<file path="config.mk">
export PLATFORM = sky130hd
export DESIGN_NAME = gate_exerciser
export DESIGN_NICKNAME = d
export VERILOG_FILES = /design/src/rtl/gate_pkg.sv /design/src/rtl/gate_exerciser_settle_timer.sv /design/src/rtl/gate_exerciser.sv
export SDC_FILE = /design/constraint.sdc
export NUM_CORES = 1
export LEC_CHECK = 0
export ABC_AREA = 1
export CORE_AREA = 5 5 51 53
export CTS_CLUSTER_SIZE = 24
export DETAILED_ROUTE_END_ITERATION = 16
export DIE_AREA = 0 0 56 58
export DONT_BUFFER_PORTS = 1
export PLACE_DENSITY = 0.68
export SLEW_MARGIN = 20
export SYNTH_ARGS = -nofsm -noshare
export SYNTH_HDL_FRONTEND = slang
export SYNTH_SLANG_ARGS = --single-unit
</file>
<file path="constraint.sdc">
create_clock -name clk -period 1.8 [get_ports clk]
set_input_delay 0.18 -clock clk [delete_from_list [all_inputs] [get_ports clk]]
set_output_delay 0.18 -clock clk [all_outputs]
set_load 0.02 [all_outputs]
</file>
<file path="src/rtl/gate_pkg.sv">
// Shared types and constants for the gate truth-table exerciser.
// Truth tables are indexed by {x,y}.
package gate_pkg;

    typedef enum logic [1:0] {
        IDLE   = 2'd0,
        SETTLE = 2'd1,
        SAMPLE = 2'd2,
        FINISH = 2'd3
    } state_e;

    localparam logic [3:0] TT_NAND = 4'b0111;
    localparam logic [3:0] TT_AND  = 4'b1000;
    localparam logic [3:0] TT_OR   = 4'b1110;
    localparam logic [3:0] TT_NOR  = 4'b0001;
    localparam logic [3:0] TT_XOR  = 4'b0110;
    localparam logic [3:0] TT_XNOR = 4'b1001;

endpackage

</file>
<file path="src/rtl/gate_exerciser_settle_timer.sv">
// Loadable down-counter; zero flags the end of the settle window.
// Load wins over decrement, and the count parks at zero.
module settle_timer (
    input  logic       clk,
    input  logic       rst_n,
    input  logic       load,
    input  logic [3:0] load_val,
    input  logic       en,
    output logic       zero
);

    logic [3:0] cnt_q, cnt_d;

    always_comb begin
        cnt_d = cnt_q;
        if (load)
            cnt_d = load_val;
        else if (en && cnt_q != 4'd0)
            cnt_d = cnt_q - 4'd1;
    end

    always_ff @(posedge clk or negedge rst_n) begin
        if (!rst_n)
            cnt_q <= 4'd0;
        else
            cnt_q <= cnt_d;
    end

    assign zero = (cnt_q == 4'd0);

endmodule

</file>
<file path="src/rtl/gate_exerciser.sv">
// Steps {x,y} through 00..11, samples z after a settle window and
// checks it against TRUTH; reports pass, failure mask and error count.
module gate_exerciser
    import gate_pkg::*;
#(
    parameter logic [3:0] TRUTH         = TT_NAND,
    parameter int         SETTLE_CYCLES = 2
) (
    input  logic       clk,
    input  logic       rst_n,
    input  logic       start,
    input  logic       z,
    output logic       x,
    output logic       y,
    output logic       busy,
    output logic       done,
    output logic       pass,
    output logic [2:0] err_cnt,
    output logic [3:0] fail_vec
);

    localparam logic [3:0] LOAD_VAL = 4'(SETTLE_CYCLES - 1);

    state_e     state_q, state_d;
    logic [1:0] idx_q, idx_d;
    logic       busy_q, busy_d;
    logic       done_q, done_d;
    logic       pass_q, pass_d;
    logic [2:0] err_q, err_d;
    logic [3:0] fv_q, fv_d;
    logic       tmr_load, tmr_en, tmr_zero;

    settle_timer u_timer (
        .clk      (clk),
        .rst_n    (rst_n),
        .load     (tmr_load),
        .load_val (LOAD_VAL),
        .en       (tmr_en),
        .zero     (tmr_zero)
    );

    always_comb begin
        state_d  = state_q;
        idx_d    = idx_q;
        busy_d   = busy_q;
        done_d   = 1'b0;
        pass_d   = pass_q;
        err_d    = err_q;
        fv_d     = fv_q;
        tmr_load = 1'b0;
        tmr_en   = 1'b0;
        case (state_q)
            IDLE: begin
                if (start) begin
                    idx_d    = 2'd0;
                    err_d    = 3'd0;
                    fv_d     = 4'd0;
                    pass_d   = 1'b0;
                    busy_d   = 1'b1;
                    tmr_load = 1'b1;
                    state_d  = SETTLE;
                end
            end
            SETTLE: begin
                if (tmr_zero)
                    state_d = SAMPLE;
                else
                    tmr_en = 1'b1;
            end
            SAMPLE: begin
                if (z != TRUTH[idx_q]) begin
                    fv_d[idx_q] = 1'b1;
                    err_d       = err_q + 3'd1;
                end
                // pass must see the final vector's compare made on this edge
                if (idx_q == 2'd3) begin
                    busy_d  = 1'b0;
                    done_d  = 1'b1;
                    pass_d  = (fv_d == 4'd0);
                    state_d = FINISH;
                end else begin
                    idx_d    = idx_q + 2'd1;
                    tmr_load = 1'b1;
                    state_d  = SETTLE;
                end
            end
            FINISH: state_d = IDLE;
            default: state_d = IDLE;
        endcase
    end

    always_ff @(posedge clk or negedge rst_n) begin
        if (!rst_n) begin
            state_q <= IDLE;
            idx_q   <= 2'd0;
            busy_q  <= 1'b0;
            done_q  <= 1'b0;
            pass_q  <= 1'b0;
            err_q   <= 3'd0;
            fv_q    <= 4'd0;
        end else begin
            state_q <= state_d;
            idx_q   <= idx_d;
            busy_q  <= busy_d;
            done_q  <= done_d;
            pass_q  <= pass_d;
            err_q   <= err_d;
            fv_q    <= fv_d;
        end
    end

    assign x        = idx_q[1];
    assign y        = idx_q[0];
    assign busy     = busy_q;
    assign done     = done_q;
    assign pass     = pass_q;
    assign err_cnt  = err_q;
    assign fail_vec = fv_q;

endmodule

</file>
Word-level counts from Yosys, hierarchy flattened
Cells that the tools add are included.
{ "totals": {"reg_bits": 18, "word_cells": 70} }
{ "classes": {"add_sub_neg": 3, "n_lt_le_gt_ge": 2, "n_eq_ne": 10, "n_mux": 33, "bitwise": 1, "n_reduce_logical": 13} }
{ "ops": {"columns": ["op", "n"], "rows": [
  ["$mux W4", 5],
  ["$mux W1", 12],
  ["$mux W2", 5],
  ["$ne A2 B2 Y1 const B", 5],
  ["$reduce_and A3 Y1", 3],
  ["$logic_not A4 Y1", 2],
  ["$pmux W2 S4", 1],
  ["$pmux W4 S2", 1],
  ["$eq A2 B2 Y1 const B", 3],
  ["$mux W3", 2],
  ["$pmux W1 S2", 3],
  ["$pmux W3 S2", 1],
  ["$or A4 B4 Y4", 1],
  ["$pmux W2 S2", 1],
  ["$reduce_and A2 Y1", 2],
  ["$reduce_bool A2 Y1", 2],
  ["$reduce_bool A4 Y1", 1],
  ["$sub A4 B1 Y4 const B", 1],
  ["$add A3 B1 Y3 const B", 1],
  ["$lt A2 B3 Y1 const B", 1],
  ["$add A2 B1 Y2 const B", 1],
  ["$bmux W1 S2", 1],
  ["$demux W1 S2", 1],
  ["$eq A2 B1 Y1 const B", 1],
  ["other kinds (4)", 5]
]} }

Longest topological paths before layout
Gate-level depths: netlist of the first run.
{ "depth": {"depth_word": 10, "ltp_mapped": 8} }

Modules after synthesis
A second synthesis of the first run with hierarchy kept.
{ "unflattened": {"hier_cells": 138, "area_unflattened_um2": 1067.3} }
{ "by_module_without_submodules": {"columns": ["module", "instances", "cells_each", "area_per_inst_um2", "seq_area_each_um2"], "rows": [
  ["gate_exerciser", 1, 92, 772.0, 350.3],
  ["settle_timer", 1, 46, 295.3, 100.1]
]} }

Least setup slack after synthesis of the first run
OpenSTA, ideal clock, no wires.
{ "synth_timing": {"path_type": "reg2reg", "from": "register idx_q[1]", "to": "register err_q[0] (netlist: err_cnt[0])", "setup_time_ns": 0.134, "arrival_ns": 1.233, "t_required_ns": 1.666, "path_slack_ns": 0.433, "stages_incl_launch_ff": 9, "path_buffers": 0, "cell_sequence": "dfrtp_1 > ha_1 > inv_1 > nand2_1 > nand3_1 > nand2_1 > inv_2 > nand2_1 > o21ai_0"} }
{ "synth_between": {"elab_chain_cells": 5} }
{ "synth_lines": {"columns": ["element", "line", "text"], "rows": [
  ["from (decl)", "gate_exerciser.sv:25", "logic [1:0] idx_q, idx_d;"],
  ["from (signal assigned)", "gate_exerciser.sv:103", "idx_q <= idx_d;"],
  ["$bmux W1 S2", "gate_exerciser.sv:71", "if (z != TRUTH[idx_q]) begin"],
  ["$mux W1 (implied by the code)", "gate_exerciser.sv:71", null],
  ["$ne A1 B1 Y1", "gate_exerciser.sv:71", null],
  ["$ne A2 B2 Y1 (no line)", null, null],
  ["$reduce_and A3 Y1 (no line)", null, null],
  ["to (signal assigned)", "gate_exerciser.sv:107", "err_q <= err_d;"],
  ["to (decl)", "gate_exerciser.sv:29", "logic [2:0] err_q, err_d;"]
]} }
No other way between the ends. The select of a mux whose other input is x is not followed.
A chain may end at the register's enable or synchronous reset.

Worst setup path after layout of the first run
{ "layout_timing": {"from": "register idx_q[0]", "to": "register err_q[0] (netlist: err_cnt[0])"} }
Same word-level chain as after synthesis.

==> results of run 1 <==
## logic make-up after synthesis
family                   count (synthesis)
flip-flops                              18
AND/OR/NAND/NOR                         56
adder cells (fa/ha/maj)                  7
XOR/XNOR                                 2
AO/OA/AOI/OAI                           13
buffers and inverters                   21
## Yosys cell counts
| library cell | instances |
|---|---|
| ha_1 | 7 |
| nand2_2 | 3 |
| a21oi_1 | 3 |
| a21oi_4 | 1 |
| dfrtp_1 | 18 |
| xor2_1 | 2 |
| nand4_1 | 1 |
| o21ai_0 | 8 |
| nand3_1 | 10 |
| nand3b_1 | 1 |
| nand2_1 | 33 |
| inv_1 | 18 |
| o21ai_2 | 1 |
| nor2_2 | 1 |
| nor2_1 | 4 |
| inv_2 | 3 |
| nand3_4 | 1 |
| nor2_4 | 2 |
## how the worst max path moves through the flow
| stage | start | end | slack [ns] | cells after the start |
|---|---|---|---|---|
| 2_1_floorplan | idx_q[1] | err_cnt[0] | 0.43 | 8 |
| 6_report | idx_q[0] | err_cnt[0] | 0.26 | 8 |
| 3_5_place_dp | idx_q[0] | err_cnt[0] | 0.30 | 8 |
| 4_1_cts | idx_q[0] | err_cnt[0] | 0.27 | 8 |
| 5_1_grt | idx_q[0] | err_cnt[0] | 0.09 | 8 |
| 3_3_place_gp | idx_q[0] | err_cnt[0] | 0.34 | 8 |
## sequential cells by signal, indices dropped and copies added, names as in the netlist
register and cells:
done 1, idx_q 2, fail_vec 4, u_timer.cnt_q 4, pass 1, state_q 2, err_cnt 3, busy 1
## power groups by stage
| stage | Combinational [mW] | Clock [mW] | Sequential [mW] |
|---|---|---|---|
| after global routing | 0.780 | 0.284 | 0.695 |
| after CTS | 0.676 | 0.267 | 0.677 |
| after global placement | 0.629 | 0 | 0.686 |
| final | 0.671 | 0.253 | 0.677 |
| after detailed placement | 0.660 | 0 | 0.686 |
| after floorplan | 0.531 | 0 | 0.672 |
## worst max-delay path, stage by stage, from the launching register on
cell     delay [ns]
dfrtp_1        0.52
ha_1           0.27
inv_1          0.09
nand2_1        0.12
nand3_1        0.11
nand2_1        0.12
inv_2          0.06
nand2_1        0.05
o21ai_0        0.07
## per-layer routing
layer	track usage, %	part of all wire (%)
met5	0	0
met4	6.10	1.7
met3	2.45	4.6
met2	21.9	48
met1	16.9	46
## area by class of cell
type | instances | area (µm²)
fillers | 201 | 1030
multi-input cells | 78 | 453
flip-flops and latches | 18 | 450
inverters | 21 | 78.8
clock buffers | 4 | 36.3
well taps | 28 | 35.0
repair buffers | 2 | 17.5
## stage by stage
| step | area (µm²) | total power, mW |
|---|---|---|
| floorplan | 982 | 1.20 |
| global route | 1070 | 1.76 |
| finish | 1070 | 1.60 |
| detailed placement | 1020 | 1.35 |
| CTS | 1070 | 1.62 |
| global placement | 1020 | 1.32 |
## timing repair
item                      4_1_cts  5_1_grt
hold buffers                    1        0
hold endpoints to repair       18        0
setup buffers                   0        0
==> impl_metrics.yaml, run 1 <==
worst_setup_path:
  regToRegStartpoint: "idx_q[0]"
  worstPathArrival_ns: 1.71
  end_kind: "flip-flop"
  worstSetupPathType: "flip-flop to flip-flop"
  critPathLaunchType: "flip-flop"
  r2r_end: "err_cnt[0]"
  r2r_cells: 8
  reg2reg_slack_ns: 0.26
  path_max_fanout: 4
  critPathRequiredTime_ns: 1.97
drt:
  drt-initial-drc-count: 16
  drt_pass1_iterations: 4
  drt-vias-per-instance: 4.85
  routed_wl_um: 1910
  wl_per_cell_um: 12.7
  num_vias: 732
  ant_nets: 0
  drc: 0
timing:
  holdWs_ns: 0.0810
  fin_ws_ns: 0.258
  fin_tns_setup_ns: 0
  setup_viol: 0
  fmax_mhz: 649
  hold_violations: 0
  worst_pin_slew_ns: 0.855
  slew_viol_final: 0
  post-route-min-period_ns: 1.54
  rsz0062_at_grt: "false"
  slew_headroom_pct: 42.8
  period_share_pct: 85.7
  skew_ns: 0.00910
power:
  cellPowerDensity_mw_per_mm2: 1490
  irDropWorstVdd_uv: 653
  pwr-share-seq_pct: 42.3
  p_leak_nw: 0.595
  p_int_mw: 0.866
  p_clk_share_pct: 15.8
  combPwrFrac_pct: 41.9
  netSwitchingFraction_pct: 45.9
  p_switching_mw: 0.735
placement:
  dp_slack_ns: 0.296
  place_congestion: 0.741
  port_buffers: 0
  dp.cells: 146
  dp_hpwl_um: 1430
hold_path:
  hold_start: "start"
  min_to: "busy"
  worstHoldPathCells: 2
  hold_class: "primary input to flip-flop"
clock_network:
  cts_buffers: 3
  cts_sinks: 18
  post_cts_resized: 0
  h-tree-depth: 1
  root_buffer: "clkbuf_4"
  clock_path_buffers: 2
  cts_tree: "yes"
  path_clk_slew_ns: 0.11
  clk_latency_ns: 0.29
synth:
  avgSynthCellArea_um2: 8.39
  synthCells: 117
  syn_area_um2: 982
  yosys.area_share.simple_pct: 27.3
  synth_xor_area_share_pct: 1.78
  synth_compound_area_share_pct: 8.15
  yosysSeqAreaShare_pct: 45.9
  synthesis.nets: 128
  synth_cell_types: 18
  synth_area_leaders: "dfrtp_1 46%, nand2_1 13%, ha_1 8.9%"
  synth_top_family_by_area: "simple AND/OR/NAND/NOR gates"
  yosys-mux-area-fraction_pct: 0
  ys_ff_latch: 18
  synth_largest_area_cell: "dfrtp_1"
  synthAdderAreaFrac_pct: 8.92
  yosysTopAreaCellShare_pct: 45.9
  yosysWarnings: 0
grt:
  grt_pass1_wl_um: 3380
  grtUsageTotal_pct: 13.3
  grt_start_max_net_pins: 19
  grt_pass1_vias: 741
  grt_overflow: 0
  antenna_found_initial: 0
final_layout:
  final_common_cell: "nand2_1"
  instances_no_fill: 151
  mostFrequentLayoutCells: "33 x nand2_1, 18 x inv_1, 18 x dfrtp_1"
  antenna_cells: 0
  syn2layout_area_growth_pct: 9.04
  drive_above_1_share_pct: 13.8
  fin_nets: 135
  utilization_pct: 50.9
floorplan:
  core-area_mm2: 0.00211
  num_io_pins: 16
  rows: 17
  die_area_mm2: 0.00325
  die_h_um: 58
  start_util_pct: 46.6
  die_w_um: 56
status:
  status: "completed"
run:
  max-cap-violations: 0
Power figures use the tool's default switching activity.
==> run 2, diff against run 1 <==
--- a/config.mk
+++ b/config.mk
@@ -11,6 +11,7 @@
 export DETAILED_ROUTE_END_ITERATION = 16
 export DIE_AREA = 0 0 56 58
 export DONT_BUFFER_PORTS = 1
+export GPL_ROUTABILITY_DRIVEN = 0
 export PLACE_DENSITY = 0.68
 export SLEW_MARGIN = 20
 export SYNTH_ARGS = -nofsm -noshare
==> results of run 2 <==
Same layout as run 1: the final DEF is identical, and so are final timing and power.
==> run 3, diff against run 2 <==
--- a/config.mk
+++ b/config.mk
@@ -6,13 +6,15 @@
 export NUM_CORES = 1
 export LEC_CHECK = 0
 export ABC_AREA = 1
-export CORE_AREA = 5 5 51 53
+export CELL_PAD_IN_SITES_DETAIL_PLACEMENT = 2
+export CELL_PAD_IN_SITES_GLOBAL_PLACEMENT = 2
+export CORE_AREA = 5 5 57 59
 export CTS_CLUSTER_SIZE = 24
 export DETAILED_ROUTE_END_ITERATION = 16
-export DIE_AREA = 0 0 56 58
+export DIE_AREA = 0 0 62 64
 export DONT_BUFFER_PORTS = 1
 export GPL_ROUTABILITY_DRIVEN = 0
-export PLACE_DENSITY = 0.68
+export PLACE_DENSITY = 0.84
 export SLEW_MARGIN = 20
 export SYNTH_ARGS = -nofsm -noshare
 export SYNTH_HDL_FRONTEND = slang
==> run 3 against run 2 <==
- critical path depth did not move
- count of clock-buffer cells in the layout did not move
- hold slack got worse by 0.0074 ns
- critical endpoint unchanged
==> impl_metrics.yaml, run 3 (same netlist as run 1, synthesis figures left out) <==
status:
  status: "completed"
worst_setup_path:
  critPathRequiredTime_ns: 2.01
  end_kind: "flip-flop"
  slowest_delay_ns: 0.49
  worstPathArrival_ns: 1.75
  crit_path_start: "idx_q[0]"
  critPathMostFrequentCell: "nand2_1"
  worstSetupPathType: "flip-flop to flip-flop"
  worstPathCellList: "ha_1 -> inv_1 -> nand2_1 -> nand3_1 -> nand2_1 -> inv_2 -> nand2_1 -> o21ai_0"
  regToRegStartpoint: "idx_q[0]"
  critPathLaunchType: "flip-flop"
  slowest_stage: "dfrtp_2"
  path_max_fanout: 4
timing:
  setup_viol: 0
  skew_ns: 0.0137
  holdWs_ns: 0.0736
  fin_tns_setup_ns: 0
  fmax_mhz: 647
  period_share_pct: 85.9
  post-route-min-period_ns: 1.55
  hold_violations: 0
  rsz0062_at_grt: "false"
  slew_viol_final: 0
  slew_headroom_pct: 44.3
  worst_pin_slew_ns: 0.833
grt:
  grt_overflow: 0
  grt_pass1_wl_um: 4220
  grtUsageTotal_pct: 14.4
  grt_pass1_vias: 921
  grt_start_max_net_pins: 19
  antenna_found_initial: 0
clock_network:
  clk_latency_ns: 0.30
  cts_sinks: 18
  post_cts.repair.setup_buffers: 0
  cts_buffers: 3
  h-tree-depth: 1
  path_clk_slew_ns: 0.12
  clock_path_buffers: 2
  cts_tree: "yes"
  root_buffer: "clkbuf_4"
hold_path:
  hold_start: "start"
  hold_class: "primary input to flip-flop"
final_layout:
  utilization_pct: 40.2
  fin_nets: 134
  stdcell_area_mm2: 0.00107
  antenna_cells: 0
  final_common_cell: "nand2_1"
  drive_above_1_share_pct: 14.8
  mostFrequentLayoutCells: "33 x nand2_1, 18 x inv_1, 16 x dfrtp_1"
  syn2layout_area_growth_pct: 8.92
drt:
  wl_per_cell_um: 15.6
  routed_wl_um: 2380
  drt-initial-drc-count: 10
  drt_pass1_iterations: 4
  ant_nets: 0
  num_vias: 779
  drt-vias-per-instance: 5.09
  drc: 0
placement:
  port_buffers: 0
  dp_hpwl_um: 1940
  dpl_cell_area_mm2: 0.00102
floorplan:
  num_io_pins: 16
  die_w_um: 62
  rows: 19
  core-area_mm2: 0.00266
  die_h_um: 64
  start_util_pct: 36.9
  die_area_mm2: 0.00397
power:
  irDropWorstVdd_uv: 810
  p_leak_nw: 0.587
  cellPowerDensity_mw_per_mm2: 1530
run:
  max-cap-violations: 0
run 3: cell types whose count changed in the layout (fill, tap and decap cells not counted):
cell and change:
dfrtp_1 -2, dfrtp_2 +2, buf_4 -1
run 3: final timing paths:
check                      slack (ns)               end  cells past startpoint
min                              0.07              busy                      2
max                              0.25        err_cnt[0]                      8
min in group asynchronous        0.41       fail_vec[1]                      1
max in group asynchronous        0.81          idx_q[1]                      1
max reg2reg                      0.25        err_cnt[0]                      8
min reg2reg                      0.54  u_timer.cnt_q[1]                      2
run 3: final cells by class:
type	instances	area [µm²]
clock buffers	4	36.3
flip-flops and latches	18	453
fillers	330	1590
repair buffers	1	10.0
inverters	21	78.8
multi-input cells	78	453
well taps	31	38.8
run 3: per-stage QoR:
stage,std cells,power [mW],setup WS (ns)
after detailed placement,148,1.40,0.177
after floorplan,117,1.20,0.433
after global placement,148,1.33,0.326
final,153,1.64,0.254
after global routing,153,1.79,0.0921
after CTS,153,1.67,0.143
run 3: timing repair:
action	CTS	global route
setup endpoints to repair	0	1
endpoints found under the hold margin	18	0
hold buffers	1	0
gates resized for setup	0	2
run 3: power breakdown:
part | total (mW) | internal (mW) | switching (mW)
Sequential | 0.695 | 0.514 | 0.180
Clock | 0.259 | 0.123 | 0.136
Combinational | 0.687 | 0.229 | 0.458
run 3: critical path: cells and delay by family, from the launching register on:
family	cells	cell delay, ns
flops	1	0.49
buf+inv	2	0.21
compound gates	1	0.09
fa+ha+maj	1	0.28
simple gates	4	0.38
run 3: metal layers:
layer,share of wire [%],GRT usage [%],wire [µm]
met3,3.7,3.02,88
met4,0.80,5.57,19
met1,40,16.0,957
met5,0,0,0
met2,55,25.5,1320
